## config.mk

```make
export PLATFORM = sky130hd
export DESIGN_NAME = frame_buf_arbiter
export DESIGN_NICKNAME = d
export VERILOG_FILES = /design/src/rtl/fb_arb_pkg.sv /design/src/rtl/buf_chan_fsm.sv /design/src/rtl/frame_buf_arbiter.sv
export SDC_FILE = /design/constraint.sdc
export NUM_CORES = 1
export LEC_CHECK = 0
export BUFFER_PORTS_ARGS = -buffer_cell sky130_fd_sc_hd__buf_2
export CAP_MARGIN = 20
export CORE_MARGIN = 8
export CORE_UTILIZATION = 40
export DETAILED_ROUTE_END_ITERATION = 6
export PLACE_DENSITY = 0.77
export SLEW_MARGIN = 20
export SYNTH_ARGS = -nofsm -noshare
export SYNTH_HDL_FRONTEND = slang
export SYNTH_SLANG_ARGS = --single-unit
```

## constraint.sdc

```tcl
create_clock -name clk_sdram -period 1.37 [get_ports clk_sdram]
set_input_delay 0.2055 -clock clk_sdram [delete_from_list [all_inputs] [get_ports clk_sdram]]
set_output_delay 0.2055 -clock clk_sdram [all_outputs]
set_load 0.05 [all_outputs]
```

## src/rtl/fb_arb_pkg.sv

```systemverilog
// Shared types and helpers for the frame-buffer arbiter: channel states,
// buffer index width and the buffer-index to base-address mux.
package fb_arb_pkg;

    typedef enum logic [1:0] {
        IDLE = 2'd0,
        LOAD = 2'd1,
        BUSY = 2'd2
    } chan_state_t;

    // Up to four buffers, so a buffer index always fits in two bits
    localparam int IDX_W = 2;

    function automatic logic [IDX_W-1:0] next_idx(input logic [IDX_W-1:0] idx,
                                                  input int unsigned      num_buf);
        return (32'(idx) == num_buf - 1) ? '0 : idx + 1'b1;
    endfunction

    // Each arm folds to a constant, so this is a 4:1 mux with no multiplier
    function automatic logic [31:0] buf_addr(input logic [IDX_W-1:0] idx,
                                             input int unsigned      base,
                                             input int unsigned      stride);
        logic [31:0] addr;
        case (idx)
            2'd0:    addr = base;
            2'd1:    addr = base + stride;
            2'd2:    addr = base + 2 * stride;
            default: addr = base + 3 * stride;
        endcase
        return addr;
    endfunction

endpackage

```

## src/rtl/buf_chan_fsm.sv

```systemverilog
// One frame channel: IDLE -> LOAD (one-cycle load pulse) -> BUSY until its
// done pulse, plus a saturating count of kickoffs that find it occupied.
module buf_chan_fsm
    import fb_arb_pkg::*;
#(
    parameter int CNT_W = 8
) (
    input  logic             clk,
    input  logic             rst_n,
    input  logic             kick,
    input  logic             go,
    input  logic             done,
    output logic             load,
    output logic             busy,
    output logic             free,
    output logic [CNT_W-1:0] overlap_cnt
);

    chan_state_t      state_reg;
    chan_state_t      state_next;
    logic [CNT_W-1:0] cnt_reg;

    // A done arriving together with a kickoff frees the channel for it
    assign free        = (state_reg == IDLE) || ((state_reg == BUSY) && done);
    assign load        = (state_reg == LOAD);
    assign busy        = (state_reg == BUSY);
    assign overlap_cnt = cnt_reg;

    always_ff @(posedge clk) begin
        if (!rst_n) begin
            state_reg <= IDLE;
        end else begin
            state_reg <= state_next;
        end
    end

    always_comb begin
        state_next = state_reg;
        case (state_reg)
            IDLE: if (go) state_next = LOAD;
            LOAD: state_next = BUSY;
            BUSY: begin
                if (go) begin
                    state_next = LOAD;
                end else if (done) begin
                    state_next = IDLE;
                end
            end
            default: state_next = IDLE;
        endcase
    end

    always_ff @(posedge clk) begin
        if (!rst_n) begin
            cnt_reg <= '0;
        end else if (kick && !free && (cnt_reg != '1)) begin
            cnt_reg <= cnt_reg + 1'b1;
        end
    end

endmodule

```

## src/rtl/frame_buf_arbiter.sv

```systemverilog
// NUM_BUF-way frame-buffer scheduler: the reader takes the newest completed
// frame, the writer takes a buffer the reader is not using.
module frame_buf_arbiter
    import fb_arb_pkg::*;
#(
    parameter int unsigned NUM_BUF     = 3,
    parameter int unsigned FRAME_DEPTH = 1024 * 768,
    parameter int unsigned BUF_STRIDE  = 1024 * 1024,
    parameter int unsigned BASE_ADDR   = 0,
    parameter int          ADDR_W      = 24,
    parameter int          CNT_W       = 8
) (
    input  logic              clk_sdram,
    input  logic              rst_n,
    input  logic              mem_rdy,
    input  logic              mem_toggle,
    output logic              wr_load,
    output logic [ADDR_W-1:0] wr_addr,
    output logic [ADDR_W-1:0] wr_length,
    input  logic              wr_done,
    output logic              rd_load,
    output logic [ADDR_W-1:0] rd_addr,
    output logic [ADDR_W-1:0] rd_length,
    input  logic              rd_done,
    output logic              wr_active,
    output logic              rd_active,
    output logic [1:0]        wr_buf,
    output logic [1:0]        rd_buf,
    output logic [CNT_W-1:0]  wr_overlap_cnt,
    output logic [CNT_W-1:0]  rd_overlap_cnt,
    output logic [CNT_W-1:0]  wr_skip_cnt
);

    logic [2:0]        sync_reg;
    logic              kick;
    logic [IDX_W-1:0]  last_done_reg, last_done_eff;
    logic [IDX_W-1:0]  wr_buf_reg, rd_buf_reg, rd_buf_next;
    logic [IDX_W-1:0]  wr_cand1, wr_cand;
    logic [ADDR_W-1:0] wr_addr_reg, rd_addr_reg;
    logic [CNT_W-1:0]  skip_cnt_reg;
    logic              wr_free, rd_free, wr_busy, rd_busy;
    logic              wr_go, rd_go, wr_collide;

    always_ff @(posedge clk_sdram) begin
        if (!rst_n) begin
            sync_reg <= '0;
        end else begin
            sync_reg <= {sync_reg[1:0], mem_toggle};
        end
    end

    assign kick = sync_reg[1] && !sync_reg[2] && mem_rdy;

    // Done is applied before the kickoff decision in the same cycle
    always_comb begin
        last_done_eff = (wr_busy && wr_done) ? wr_buf_reg : last_done_reg;
        rd_go         = kick && rd_free;
        rd_buf_next   = rd_go ? last_done_eff : rd_buf_reg;
        wr_cand1      = next_idx(last_done_eff, NUM_BUF);
        wr_cand       = (wr_cand1 == rd_buf_next) ? next_idx(wr_cand1, NUM_BUF) : wr_cand1;
        // With two buffers the fallback wraps onto the newest frame: skip instead
        wr_collide    = (wr_cand == rd_buf_next) || (wr_cand == last_done_eff);
        wr_go         = kick && wr_free && !wr_collide;
    end

    always_ff @(posedge clk_sdram) begin
        if (!rst_n) begin
            last_done_reg <= '0;
            wr_buf_reg    <= '0;
            rd_buf_reg    <= '0;
            wr_addr_reg   <= '0;
            rd_addr_reg   <= '0;
            skip_cnt_reg  <= '0;
        end else begin
            last_done_reg <= last_done_eff;
            rd_buf_reg    <= rd_buf_next;
            if (rd_go) begin
                rd_addr_reg <= ADDR_W'(buf_addr(rd_buf_next, BASE_ADDR, BUF_STRIDE));
            end
            if (wr_go) begin
                wr_buf_reg  <= wr_cand;
                wr_addr_reg <= ADDR_W'(buf_addr(wr_cand, BASE_ADDR, BUF_STRIDE));
            end
            if (kick && wr_free && wr_collide && (skip_cnt_reg != '1)) begin
                skip_cnt_reg <= skip_cnt_reg + 1'b1;
            end
        end
    end

    buf_chan_fsm #(.CNT_W(CNT_W)) u_wr_chan (
        .clk         (clk_sdram),
        .rst_n       (rst_n),
        .kick        (kick),
        .go          (wr_go),
        .done        (wr_done),
        .load        (wr_load),
        .busy        (wr_busy),
        .free        (wr_free),
        .overlap_cnt (wr_overlap_cnt)
    );

    buf_chan_fsm #(.CNT_W(CNT_W)) u_rd_chan (
        .clk         (clk_sdram),
        .rst_n       (rst_n),
        .kick        (kick),
        .go          (rd_go),
        .done        (rd_done),
        .load        (rd_load),
        .busy        (rd_busy),
        .free        (rd_free),
        .overlap_cnt (rd_overlap_cnt)
    );

    assign wr_active   = wr_busy;
    assign rd_active   = rd_busy;
    assign wr_buf      = wr_buf_reg;
    assign rd_buf      = rd_buf_reg;
    assign wr_addr     = wr_addr_reg;
    assign rd_addr     = rd_addr_reg;
    assign wr_skip_cnt = skip_cnt_reg;
    assign wr_length   = ADDR_W'(FRAME_DEPTH - 1);
    assign rd_length   = ADDR_W'(FRAME_DEPTH - 1);

endmodule

```

==> metrics.csv, run 1 <==
metric,value,unit
post-synthesis compound-gate area fraction,13.2,%
clock net sink count,41,
total half-perimeter wirelength after legalization and detailed placement,4520,microns
setup ws final,-0.170,ns
"area leader, netlist",dfxtp_1,
core footprint,5890,sq um
port bufs,41,
routed wire length,6000,microns
overall routing resource usage,12.7,%
Hold Crit Start,mem_toggle,
netlist area before placement,2410,sq um
fraction of synthesized cell area taken by the top area cell type,34.0,%
First-pass DRT Iterations,4,
detailed route wirelength on metal3,724,microns
maximum clock frequency,649,MHz
clock root buffer,clkbuf_8,
WL/cell,13.6,microns
DRC marker count from the first detailed-route iteration,39,
TritonCTS clock tree,built,
"leading cell type in the layout, fill and taps excluded",conb_1,
Crit Path Category,flip-flop to flip-flop,
routed vias,1933,
Hold Slack,0.0994,ns
"Hold-fix buffers, CTS",0,
initial cell density of the core,41.0,%
worst setup timing slack at the placement stage,-0.144,ns
multiplexer share of the synthesized area,2.54,%
data required time at the worst endpoint,1.61,ns
startpoint of the most critical register-to-register path,u_rd_chan.overlap_cnt[3]$_SDFFE_PN0P_,
number of hold violations in the final report,0,
post-detailed-placement cell area,2710,sq um
max-slew violation count,0,
largest vdd supply drop,820,uV
primary flip-flop cell chosen by synthesis mapping,dfxtp_1,
number of storage elements in the synthesis netlist,41,
wire length of the first global-routing pass,8890,microns
post-synthesis area per instance,8.71,sq um
run status,"complete, but fails checks",
setup violation total in the final timing report,17,
Tmin final,1.54,ns
Hold Crit Endpoint,sync_reg[0]$_SDFF_PN0_,
Worst Reg-to-Reg Cells,4,
I/O pin cnt,134,
worst reg2reg setup slack,-0.17,ns
final net count,374,
Worst Hold Class,input pin to flip-flop,
met2 wirelength from detailed routing,2980,microns
met1 wire length,2210,microns
antenna violations before repair,0,
largest net degree at the start of global routing,16,
Post-synth ARST share,0,%
overflow left after global routing,0,
count of mapped cells out of synthesis,277,
number of routed nets with antenna violations,0,
Vias per Instance,4.37,
maximum clock skew at final layout,0.00644,ns
"Power, Total",2.73,mW
element type at the critical path end,flip-flop,
share of cells above drive strength 1,45.2,%
fill cell total of the finished layout,543,
maximum buffer depth of the clock tree,2,
critical path startpoint category,flip-flop,
P&R area growth vs syn,28.8,%
power density relative to cell area,879,nW/um^2
cell depth of the worst min-delay path,2,
number of standard cells in the final layout excluding fillers,442,
number of placement rows,28,
reg2reg end,u_rd_chan.overlap_cnt[7]$_SDFFE_PN0P_,
vias in the first global route,1871,
clock latency on the worst-skew pair,0.31,ns
Area contributors post-synth,"dfxtp_1, buf_4, a21oi_1, and2_1, o31ai_1",
register area,878,sq um
overall die width,93.7,microns
number of levels in the clock H-tree,2,
setup TNS,-1.62,ns
number of antenna repair diodes,0,
"commonest non-fill, non-tap cells in the layout","conb_1, buf_4, buf_2",
clock buffer count from CTS,5,
Final Wtd Congestion,0.776,
uppermost layer routed,met4,
RSZ-0062 raised after global routing,true,
combinational family with the most area after synthesis,buffers and inverters,
"final std cell area, no fill",3110,sq um
count of unresolved DRC violations after routing,0,
area occupied by multi-input gates,1380,sq um
register area share after synthesis,34.0,%
Netlist cell types,43,
leakage power,1.43,nW
area of the die,8770,sq um
warnings from Yosys,0,
"share of synthesized cell area in full adder, half adder and majority cells",1.04,%
core utilization of the finished layout,52.8,%
violations in the final reports,setup timing,
post-CTS clock slew at the launch and capture registers of the worst setup and hold paths,0.08,ns
area share of xor/xnor cells in the synthesized design,0.363,%
total placed cells including tap cells,423,
number of synthesized flops with an enable pin,0,
max_cap viols,0,
arrival time at the worst endpoint,1.79,ns
die extent in y,93.7,microns
"Max FO, Critical Path",3,
simple logic cell fraction of the synthesized area,16.4,%
Final Cycle Share,112,%
-- report_power, final --
group          total [mW]  switching (mW)  internal (mW)
Clock               0.851           0.478          0.373
Sequential           1.19         0.00799           1.18
Combinational       0.692           0.642         0.0502
-- synth_stat cells (2+ instances only) --
cell type,number
a211oi_1,2
a21oi_1,16
a31o_2,2
and2_1,11
and2b_1,2
buf_4,92
clkbuf_1,4
conb_1,2
dfxtp_1,41
ha_1,2
inv_1,10
mux2i_1,5
nand2_1,9
nand2b_1,3
nand3_1,6
nand3b_1,2
nand4_1,3
nor2_1,11
nor2b_1,6
nor3_1,3
nor4_1,2
o21a_1,3
o21ai_0,5
o31ai_1,8
or3_1,3
or4_1,7
-- how the worst max path moves through the flow --
stage	from	end	slack [ns]	cells after the start
after floorplan	u_wr_chan.overlap_cnt[1]$_SDFFE_PN0P_	u_wr_chan.overlap_cnt[6]$_SDFFE_PN0P_	-0.15	5
after global placement	u_wr_chan.overlap_cnt[1]$_SDFFE_PN0P_	u_wr_chan.overlap_cnt[4]$_SDFFE_PN0P_	-0.12	5
after detailed placement	sync_reg[1]$_SDFF_PN0_	u_rd_chan.overlap_cnt[5]$_SDFFE_PN0P_	-0.14	4
after CTS	sync_reg[2]$_SDFF_PN0_	u_rd_chan.overlap_cnt[4]$_SDFFE_PN0P_	-0.13	4
after global routing	u_rd_chan.overlap_cnt[3]$_SDFFE_PN0P_	u_rd_chan.overlap_cnt[7]$_SDFFE_PN0P_	-0.24	4
final	u_rd_chan.overlap_cnt[3]$_SDFFE_PN0P_	u_rd_chan.overlap_cnt[7]$_SDFFE_PN0P_	-0.17	4
-- metal layers --
| layer | up-vias | track usage [%] |
|---|---|---|
| met5 | - | 0 |
| met4 | 0 | 5.42 |
| met3 | 10 | 4.56 |
| met2 | 88 | 21.7 |
| met1 | 896 | 13.7 |
| li1 | 939 | - |
-- repair_timing --
item,4_1_cts,5_1_grt
setup endpoints to repair,25,28
pin swaps,13,9
gates cloned,1,1
setup buffers,5,5
resized for setup,23,39
-- area by class of cell --
class,instances,share of cell area (%)
multi-input cells,218,44.4
flip-flops and latches,41,28.3
repair buffers,90,20.1
well taps,75,3.02
clock buffers,5,2.21
inverters,10,1.29
clock inverters,3,0.765
-- worst max-delay path: stages (launching register included) --
cell and delay, ns:
dfxtp_4 0.37, nand4_1 0.20, or3_1 0.38, or4_4 0.42, a21oi_2 0.11
-- cells by family after synthesis --
| family | Yosys count |
|---|---|
| buffers and inverters | 109 |
| XOR/XNOR | 1 |
| adder cells (fa/ha/maj) | 2 |
| multiplexers | 6 |
| AO/OA/AOI/OAI | 46 |
| other | 2 |
| AND/OR/NAND/NOR | 70 |
| flip-flops | 41 |
No activity file was read; power rests on OpenSTA's default activity.
==> run 2: changes to the inputs <==
RECOVER_POWER = 100   (was default)
==> run 2 against run 1 <==
Against the previous run: the run still ends with setup timing left; clock skew about the same; core utilization decreased by 0.15 points; non-clock buffer count did not move; sequential share of layout area barely moved; sequential power barely moved; register-to-register slack hardly changed; final cell count is the same; first-iteration DRC count grew 28%; critical path type unchanged; critical endpoint unchanged; largest cell class unchanged.
==> metrics.csv, run 2 (synthesis results as in run 1) <==
metric,value,unit
port bufs,41,
clock root buffer,clkbuf_8,
clock net sink count,41,
max-slew violation count,0,
Worst Reg-to-Reg Cells,4,
"Largest stage delay, worst path",0.42,ns
overall routing resource usage,12.7,%
fill cell total of the finished layout,544,
origin of the worst setup path,u_rd_chan.overlap_cnt[3]$_SDFFE_PN0P_,
DRC marker count from the first detailed-route iteration,50,
fraction of power spent switching nets,41.4,%
core footprint,5890,sq um
Final Cycle Share,112,%
Final Wtd Congestion,0.776,
"leading cell type in the layout, fill and taps excluded",conb_1,
TritonCTS clock tree,built,
Vias per Instance,4.36,
number of antenna repair diodes,0,
startpoint of the most critical register-to-register path,u_rd_chan.overlap_cnt[3]$_SDFFE_PN0P_,
critical path startpoint category,flip-flop,
gate family responsible for the most delay along the worst path,simple AND/OR/NAND/NOR gates,
share of cells above drive strength 1,44.1,%
capturing element of the worst setup path,u_rd_chan.overlap_cnt[7]$_SDFFE_PN0P_,
"commonest non-fill, non-tap cells in the layout","conb_1, buf_4, buf_2",
setup violation total in the final timing report,17,
data required time at the worst endpoint,1.61,ns
run status,"complete, but fails checks",
"Max FO, Critical Path",3,
count of unresolved DRC violations after routing,0,
wire length of the first global-routing pass,8890,microns
vias in the first global route,1871,
overflow left after global routing,0,
max_cap viols,0,
routed vias,1927,
largest net degree at the start of global routing,16,
initial cell density of the core,41.0,%
area of the die,8770,sq um
clock latency on the worst-skew pair,0.31,ns
slowest cell on the critical path,or4_4,
Combinational Power Share,25.3,%
final net count,374,
violations in the final reports,setup timing,
WL/cell,13.6,microns
die extent in y,93.7,microns
"Power, Total",2.73,mW
cell-internal power,1.60,mW
overall die width,93.7,microns
power share of the clock group,31.2,%
First-pass DRT Iterations,4,
Tmin final,1.54,ns
RSZ-0062 raised after global routing,true,
element type at the critical path end,flip-flop,
total half-perimeter wirelength after legalization and detailed placement,4520,microns
Net Switching,1.13,mW
maximum buffer depth of the clock tree,2,
leakage power,1.43,nW
Worst Hold Class,input pin to flip-flop,
path length in cells of the critical path,4,
reg2reg end,u_rd_chan.overlap_cnt[7]$_SDFFE_PN0P_,
routed wire length,6000,microns
number of placement rows,28,
Buf/Inv on CP,0,
clock buffer count from CTS,5,
maximum clock frequency,649,MHz
number of routed nets with antenna violations,0,
Hold Slack,0.0987,ns
worst reg2reg setup slack,-0.17,ns
P&R area growth vs syn,28.5,%
post-CTS clock slew at the launch and capture registers of the worst setup and hold paths,0.08,ns
number of levels in the clock H-tree,2,
setup ws final,-0.170,ns
"Critical Path, Cell by Cell",nand4_1 > or3_1 > or4_4 > a21oi_2,
antenna violations before repair,0,
maximum clock skew at final layout,0.00649,ns
Crit Path Category,flip-flop to flip-flop,
power density relative to cell area,882,nW/um^2
number of hold violations in the final report,0,
sequential share of power,43.5,%
largest vdd supply drop,824,uV
"Hold-fix buffers, CTS",0,
arrival time at the worst endpoint,1.79,ns
I/O pin cnt,134,
run 2: cell types whose count changed in the layout (fill, tap and decap cells not counted):
| cell | before | now |
|---|---|---|
| dfxtp_1 | 17 | 18 |
| clkbuf_1 | 0 | 2 |
| nor2b_1 | 5 | 6 |
| and2_1 | 11 | 10 |
| buf_4 | 44 | 43 |
| buf_2 | 37 | 36 |
| and2_0 | 0 | 1 |
| nor2b_2 | 1 | 0 |
| dfxtp_2 | 13 | 12 |
run 2: worst min-delay path by stage:
| stage | startpoint | end | slack (ns) | cells after the start |
|---|---|---|---|---|
| final | mem_toggle | sync_reg[0]$_SDFF_PN0_ | 0.1 | 2 |
| after global routing | mem_toggle | sync_reg[0]$_SDFF_PN0_ | 0.09 | 2 |
| after CTS | mem_toggle | sync_reg[0]$_SDFF_PN0_ | 0.09 | 2 |
| after detailed placement | mem_toggle | sync_reg[0]$_SDFF_PN0_ | 0.42 | 2 |
| after global placement | sync_reg[0]$_SDFF_PN0_ | sync_reg[1]$_SDFF_PN0_ | 0.41 | 1 |
| after floorplan | mem_toggle | sync_reg[0]$_SDFF_PN0_ | 0.33 | 1 |
run 2: layer usage:
| metal | GRT usage [%] | vias to the layer above | share of wire (%) |
|---|---|---|---|
| met5 | 0 | - | 0 |
| met4 | 5.42 | 0 | 1.4 |
| met3 | 4.56 | 10 | 12 |
| met2 | 21.7 | 88 | 50 |
| met1 | 13.7 | 891 | 37 |
| li1 | - | 938 | - |
run 2: metrics by stage:
| stage | std cells | area, sq um | setup slack [ns] | setup TNS, ns | utilization [%] |
|---|---|---|---|---|---|
| after floorplan | 367 | 2850 | -0.147 | -1.02 | - |
| after global placement | 423 | 2710 | -0.116 | -1.07 | 46.0 |
| after detailed placement | 423 | 2710 | -0.144 | -1.58 | 46.0 |
| after CTS | 437 | 2940 | -0.127 | -1.41 | 49.9 |
| after global routing | 442 | 3100 | -0.244 | -3.14 | 52.7 |
| final | 442 | 3100 | -0.170 | -1.61 | 52.7 |
run 2: timing repair:
action                                  in CTS  in global routing
buffers inserted                             5                  5
gates resized for setup                     23                 39
endpoints found under the setup margin      25                 28
cloned                                       1                  1
pin swaps                                   13                  9
run 2: area by class of cell:
class	count	area, sq um	share of cell area, %
clock buffer	5	68.8	2.22
clock inverter	3	23.8	0.767
timing repair buffer	90	619	20.0
multi-input combinational	218	1380	44.4
tap	75	93.8	3.03
inverter	10	40.0	1.29
sequential	41	877	28.3
run 2: power by group through the flow:
stage	clock (mW)	sequential (mW)	combinational (mW)
final	0.853	1.19	0.690
after global routing	0.936	1.19	0.713
after CTS	0.872	1.19	0.671
after detailed placement	0	1.22	0.664
after global placement	0	1.22	0.662
after floorplan	0	1.24	0.804
